**src/rtl/scale_share_arb_if.sv**
```systemverilog
// Requester and consumer handshake bundle for scale_share_arb.
// The slave modport is the arbiter's view; master is the producer/consumer side.
interface scale_share_arb_if #(
    parameter int NREQ = 4,
    parameter int IDW  = 2
);
    logic [NREQ-1:0]    req_valid;
    logic [32*NREQ-1:0] req_data;
    logic [NREQ-1:0]    req_ready;
    logic               out_valid;
    logic [31:0]        out_data;
    logic [IDW-1:0]     out_id;
    logic               out_ready;

    modport slave (
        input  req_valid, req_data, out_ready,
        output req_ready, out_valid, out_data, out_id
    );

    modport master (
        output req_valid, req_data, out_ready,
        input  req_ready, out_valid, out_data, out_id
    );
endinterface

```
**src/rtl/scale_share_arb.sv**
```systemverilog
// Round-robin arbiter sharing one sign-magnitude constant scaler (a4) among NREQ requesters.
// state | meaning
// IDLE  | waiting for any req_valid; grants the round-robin winner
// CALC  | in_reg drives a4; result registered on the edge
// HOLD  | out_valid high, result held until out_ready
module scale_share_arb #(
    parameter int NREQ = 4,
    parameter int IDW  = 2,
    parameter int CNTW = 16
) (
    input  logic             clk,
    input  logic             rst_n,
    scale_share_arb_if.slave bus,
    output logic             busy,
    output logic [CNTW-1:0]  done_cnt
);
    // Bit k set means magnitude>>k contributes to the scaled sum.
    localparam logic [31:0] SHIFT_SET = 32'h8FE7_49CE;

    generate
        if (IDW < $clog2(NREQ) || NREQ < 2 || NREQ > 8) begin : g_bad_param
            $error("scale_share_arb: illegal NREQ/IDW combination");
        end
    endgenerate

    typedef enum logic [1:0] {IDLE, CALC, HOLD} state_t;

    state_t          state, state_n;
    logic [IDW-1:0]  rr_ptr;
    logic [IDW-1:0]  id_reg;
    logic [31:0]     in_reg;
    logic [31:0]     out_data;
    logic [IDW-1:0]  out_id;
    logic            out_valid;
    logic [IDW-1:0]  gnt;
    logic            found;
    logic [NREQ-1:0] req_ready;
    int              idx;

    function automatic logic [30:0] a4(input logic [30:0] m);
        logic [30:0] acc;
        acc = '0;
        for (int k = 1; k < 32; k++) begin
            if (SHIFT_SET[k]) acc = acc + (m >> k);
        end
        return acc;
    endfunction

    always_comb begin
        found = 1'b0;
        gnt   = '0;
        idx   = 0;
        for (int k = 0; k < NREQ; k++) begin
            idx = int'(rr_ptr) + k;
            if (idx >= NREQ) idx = idx - NREQ;
            if (!found && bus.req_valid[idx]) begin
                found = 1'b1;
                gnt   = IDW'(idx);
            end
        end
    end

    always_comb begin
        state_n   = state;
        req_ready = '0;
        case (state)
            IDLE: begin
                if (found) begin
                    req_ready[gnt] = 1'b1;
                    state_n        = CALC;
                end
            end
            CALC:    state_n = HOLD;
            HOLD:    if (bus.out_ready) state_n = IDLE;
            default: state_n = IDLE;
        endcase
    end

    always_ff @(posedge clk or negedge rst_n) begin
        if (!rst_n) begin
            state     <= IDLE;
            rr_ptr    <= '0;
            id_reg    <= '0;
            in_reg    <= '0;
            out_data  <= '0;
            out_id    <= '0;
            out_valid <= 1'b0;
            done_cnt  <= '0;
        end else begin
            state <= state_n;
            case (state)
                IDLE: begin
                    if (found) begin
                        in_reg <= bus.req_data[32*gnt +: 32];
                        id_reg <= gnt;
                        rr_ptr <= (gnt == IDW'(NREQ - 1)) ? '0 : gnt + IDW'(1);
                    end
                end
                CALC: begin
                    out_data  <= {in_reg[31], a4(in_reg[30:0])};
                    out_id    <= id_reg;
                    out_valid <= 1'b1;
                end
                HOLD: begin
                    if (bus.out_ready) begin
                        out_valid <= 1'b0;
                        done_cnt  <= done_cnt + CNTW'(1);
                    end
                end
                default: ;
            endcase
        end
    end

    // No grant may be offered while reset is held, even though state already reads IDLE.
    assign bus.req_ready = rst_n ? req_ready : '0;
    assign bus.out_valid = out_valid;
    assign bus.out_data  = out_data;
    assign bus.out_id    = out_id;
    assign busy          = (state != IDLE);
endmodule

```
**src/flat_wrapper.sv**
```systemverilog
// flat-port wrapper written by rule: the top's interface ports become plain ports
module scale_share_arb_flat 
#(
    parameter int NREQ = 4,
    parameter int IDW  = 2,
    parameter int CNTW = 16
)
  (clk, rst_n, busy, done_cnt, bus_req_valid, bus_req_data, bus_out_ready, bus_req_ready, bus_out_valid, bus_out_data, bus_out_id);
  scale_share_arb_if #(.NREQ(NREQ), .IDW(IDW)) bus_i ();
  input  logic clk;
  input  logic rst_n;
  output logic busy;
  output logic [CNTW-1:0] done_cnt;
  input wire logic [$bits(bus_i.req_valid)-1:0] bus_req_valid;
  input wire logic [$bits(bus_i.req_data)-1:0] bus_req_data;
  input wire logic [$bits(bus_i.out_ready)-1:0] bus_out_ready;
  output wire logic [$bits(bus_i.req_ready)-1:0] bus_req_ready;
  output wire logic [$bits(bus_i.out_valid)-1:0] bus_out_valid;
  output wire logic [$bits(bus_i.out_data)-1:0] bus_out_data;
  output wire logic [$bits(bus_i.out_id)-1:0] bus_out_id;
  assign bus_i.req_valid = bus_req_valid;
  assign bus_i.req_data = bus_req_data;
  assign bus_i.out_ready = bus_out_ready;
  assign bus_req_ready = bus_i.req_ready;
  assign bus_out_valid = bus_i.out_valid;
  assign bus_out_data = bus_i.out_data;
  assign bus_out_id = bus_i.out_id;
  scale_share_arb #(.NREQ(NREQ), .IDW(IDW), .CNTW(CNTW)) u_core (.clk(clk), .rst_n(rst_n), .bus(bus_i), .busy(busy), .done_cnt(done_cnt));
endmodule
```
**config.mk**
```make
export PLATFORM = sky130hd
export DESIGN_NAME = scale_share_arb_flat
export DESIGN_NICKNAME = d
export VERILOG_FILES = /design/src/rtl/scale_share_arb_if.sv /design/src/rtl/scale_share_arb.sv /design/src/flat_wrapper.sv
export SDC_FILE = /design/constraint.sdc
export NUM_CORES = 1
export LEC_CHECK = 0
export ABC_AREA = 0
export CORE_UTILIZATION = 40
export CTS_CLUSTER_DIAMETER = 150
export DETAILED_ROUTE_END_ITERATION = 8
export GPL_TIMING_DRIVEN = 0
export SLEW_MARGIN = 20
export SYNTH_ARGS = -nofsm -noshare
export SYNTH_HDL_FRONTEND = slang
export SYNTH_SLANG_ARGS = --single-unit
```
**constraint.sdc**
```tcl
create_clock -name clk -period 19.8 [get_ports clk]
set_input_delay 1.98 -clock clk [delete_from_list [all_inputs] [get_ports clk]]
set_output_delay 1.98 -clock clk [all_outputs]
set_load 0.01 [all_outputs]
```
==> results.sh <==
export IMPL_setup_worst_path_end_class="flop"
export IMPL_initial_antenna_violation_count=0
export IMPL_drt_wl_total_um=67100
export IMPL_ant_nets=0
export IMPL_synth_async_sr_flop_share_pct=100
export IMPL_worst_path_dominant_cell_family="simple AND/OR/NAND/NOR gates"
export IMPL_cp_slowest_stage_delay_ns=0.58
export IMPL_cts_tree="yes"
export IMPL_antenna_diode_count=0
export IMPL_timing_critical_path_mode_cell="sky130_fd_sc_hd__ha_1"
export IMPL_fin_crit_period_ns=17.69
export IMPL_cp_num_buf_inv=0
export IMPL_cts_hold_buffers_added=0
export IMPL_hold_class="reg -> reg"
export IMPL_dpl_hpwl_um=57200
export IMPL_maximum_clock_frequency_mhz=56.5
export IMPL_first_global_vias=23100
export IMPL_finalClockSkew_ns=0.0137
export IMPL_pin_count=191
export IMPL_most_common_cell_after_layout_fill_and_taps_aside="sky130_fd_sc_hd__nand2_1"
export IMPL_final_cell_mix="sky130_fd_sc_hd__nand2_1, sky130_fd_sc_hd__ha_1, sky130_fd_sc_hd__xnor2_1"
export IMPL_synthCells=3083
export IMPL_fin_setup_tns_ns=0
export IMPL_criticalPathCategory="reg -> reg"
export IMPL_nets=3704
export IMPL_postCtsSetupBuffers=0
export IMPL_drt_pass1_iter_count=5
export IMPL_cts_htree_levels=3
export IMPL_ys_seq_area_share_pct=9.54
export IMPL_dieArea_um2=58700
export IMPL_post_drt_wl_per_cell_um=16.6
export IMPL_clock_root_buffer="sky130_fd_sc_hd__clkbuf_16"
export IMPL_syn_cell_area_um2=23100
export IMPL_worst_slew_margin_rel_pct=25.9
export IMPL_die_h_um=242
export IMPL_crit_path_top_delay_cell="sky130_fd_sc_hd__nor4_2"
export IMPL_worst_ep_required_time_ns=20.05
export IMPL_core_region_area_um2=56700
export IMPL_die_w_um=242
export IMPL_postSynthNetCount=3506
export IMPL_crit_fanout=10
export IMPL_timing_critical_path_arrival_ns=17.95
export IMPL_timing_final_max_slew_violations=0
export IMPL_fillers=5647
export IMPL_areaGrowthSynthToFinish_pct=13.5
export IMPL_portBuffers=186
export IMPL_clk_transition_reported_paths_ns=0.07
export IMPL_final_layout_size_suffix_gt1_share_pct=4.75
export IMPL_clock_path_buffers=2
export IMPL_ys_seq_elements=88
export IMPL_cap_viol_max_count=0
export IMPL_post_cts_resized_instances=0
export IMPL_syn_avg_cell_area_um2=7.49
export IMPL_worstMarginPinSlew_ns=1.11
export IMPL_post_route_fraction_of_the_period_consumed_by_the_critical_path_pct=89.4
export IMPL_multiInputGateArea_um2=20300
export IMPL_clock_insertion_delay_worst_skew_ns=0.37
export IMPL_synth_edff_count=0
export IMPL_finalWeightedCongestion=0.903
export IMPL_drc_errors=0
export IMPL_ys_warnings_count=0
export IMPL_post_drt_via_cell_ratio=5.73
export IMPL_clkSinkCount=88
export IMPL_setup_viol=0
export IMPL_synth_flop_cell="sky130_fd_sc_hd__dfrtp_1"
export IMPL_largest_register_ffs=32
export IMPL_rsz0062_at_grt="false"
export IMPL_initialDrtViolationCount=916
export IMPL_detailroute_via_count=23200
export IMPL_aggregate_global_routing_overflow=0
export IMPL_crit_path_start_kind="flop"
export IMPL_start_util_pct=40.7
export IMPL_yosysUniqueCellTypes=133
export IMPL_std_cell_rows=87
export IMPL_grt_start_max_net_pins=50
export IMPL_tritoncts_num_buffers=9
export IMPL_hold_viol_final=0
export IMPL_grt_pass1_wl_um=112000
export IMPL_overall_track_demand_over_capacity_in_global_routing_pct=22.5
export IMPL_outcome="complete, no violations"
export IMPL_layout_area_seq_um2=2200
-- path summary, 6_finish.rpt --
path | startpoint | end | slack, ns | depth (start not counted)
max | u_core.in_reg[2]$_DFFE_PN0P_ | u_core.bus.out_data[29]$_DFFE_PN0P_ | 2.11 | 71
min | u_core.bus.out_data[12]$_DFFE_PN0P_ | u_core.bus.out_data[12]$_DFFE_PN0P_ | 0.47 | 2
max reg2reg | u_core.in_reg[2]$_DFFE_PN0P_ | u_core.bus.out_data[29]$_DFFE_PN0P_ | 2.11 | 71
min reg2reg | u_core.bus.out_data[12]$_DFFE_PN0P_ | u_core.bus.out_data[12]$_DFFE_PN0P_ | 0.47 | 2
max in group asynchronous | rst_n | u_core.in_reg[30]$_DFFE_PN0P_ | 17.54 | 2
min in group asynchronous | rst_n | u_core.done_cnt[12]$_DFFE_PN0P_ | 1.59 | 1
-- per-stage QoR --
step	cells	hold WS, ns	util, %	worst slack [ns]	area (µm²)
3_5_place_dp	4026	0.469	45.7	2.19	25900
6_report	4042	0.474	46.2	2.11	26200
2_1_floorplan	3083	0.446	-	4.33	23100
5_1_grt	4042	0.515	46.2	0.543	26200
3_3_place_gp	4025	0.461	45.7	2.51	25900
4_1_cts	4042	0.484	46.2	2.14	26200
-- area by class of cell --
| cell class | instances | share of cell area [%] |
|---|---|---|
| multi-input combinational | 2838 | 77.3 |
| timing repair buffer | 187 | 7.20 |
| clock inverter | 7 | 0.234 |
| sequential | 88 | 8.41 |
| inverter | 103 | 1.48 |
| clock buffer | 9 | 0.859 |
| tap | 756 | 3.61 |
| buffer | 54 | 0.864 |
-- cells by family after synthesis --
kind of cell	count (synthesis)	share of synthesized area, %
compound gates	971	29.1
simple gates	1171	26.0
fa+ha+maj	291	16.3
flops	88	9.54
buf+inv	157	2.66
xor+xnor	385	15.5
mux	20	0.927
-- Yosys cell counts (all sizes together) (20+ instances only) --
cell type	number	area share [%]
or2	23	0.62
o211ai	34	1.2
a211oi	60	2.1
nand4	36	1.0
and3	39	1.1
a21boi	20	0.65
and2	36	1.0
clkbuf	46	0.75
xnor2	266	10
xor2	115	4.6
nor2b	40	1.1
o21ai	233	5.1
a31oi	30	0.91
o21a	72	2.3
nand2b	60	1.6
nand3	169	3.7
a21oi	204	4.6
ha	271	15
nand2	330	5.4
dfrtp	88	9.5
a21o	93	3.0
o31ai	22	0.78
o21bai	35	1.2
nor4	26	0.91
nor3	82	2.0
or3	35	0.99
inv	101	1.6
nor2	209	3.4
-- layer usage --
layer | up-vias | global-route usage, % | wire length [µm]
li1 | 11900 | - | -
met1 | 10900 | 27.7 | 31200
met2 | 286 | 42.2 | 33500
met3 | 77 | 1.74 | 1220
met4 | 0 | 5.12 | 1160
met5 | - | 0 | 0
-- tightest hold or removal path: cells and delay by family, from the launching register on --
kind / cells / cell delay, ns
flip-flops: 1 / 0.34
AO/OA/AOI/OAI: 1 / 0.06
AND/OR/NAND/NOR: 1 / 0.05
Power is left out: the tool's default activity adds up to more than one toggle a clock period on the data nets, which glitch-free logic cannot reach.
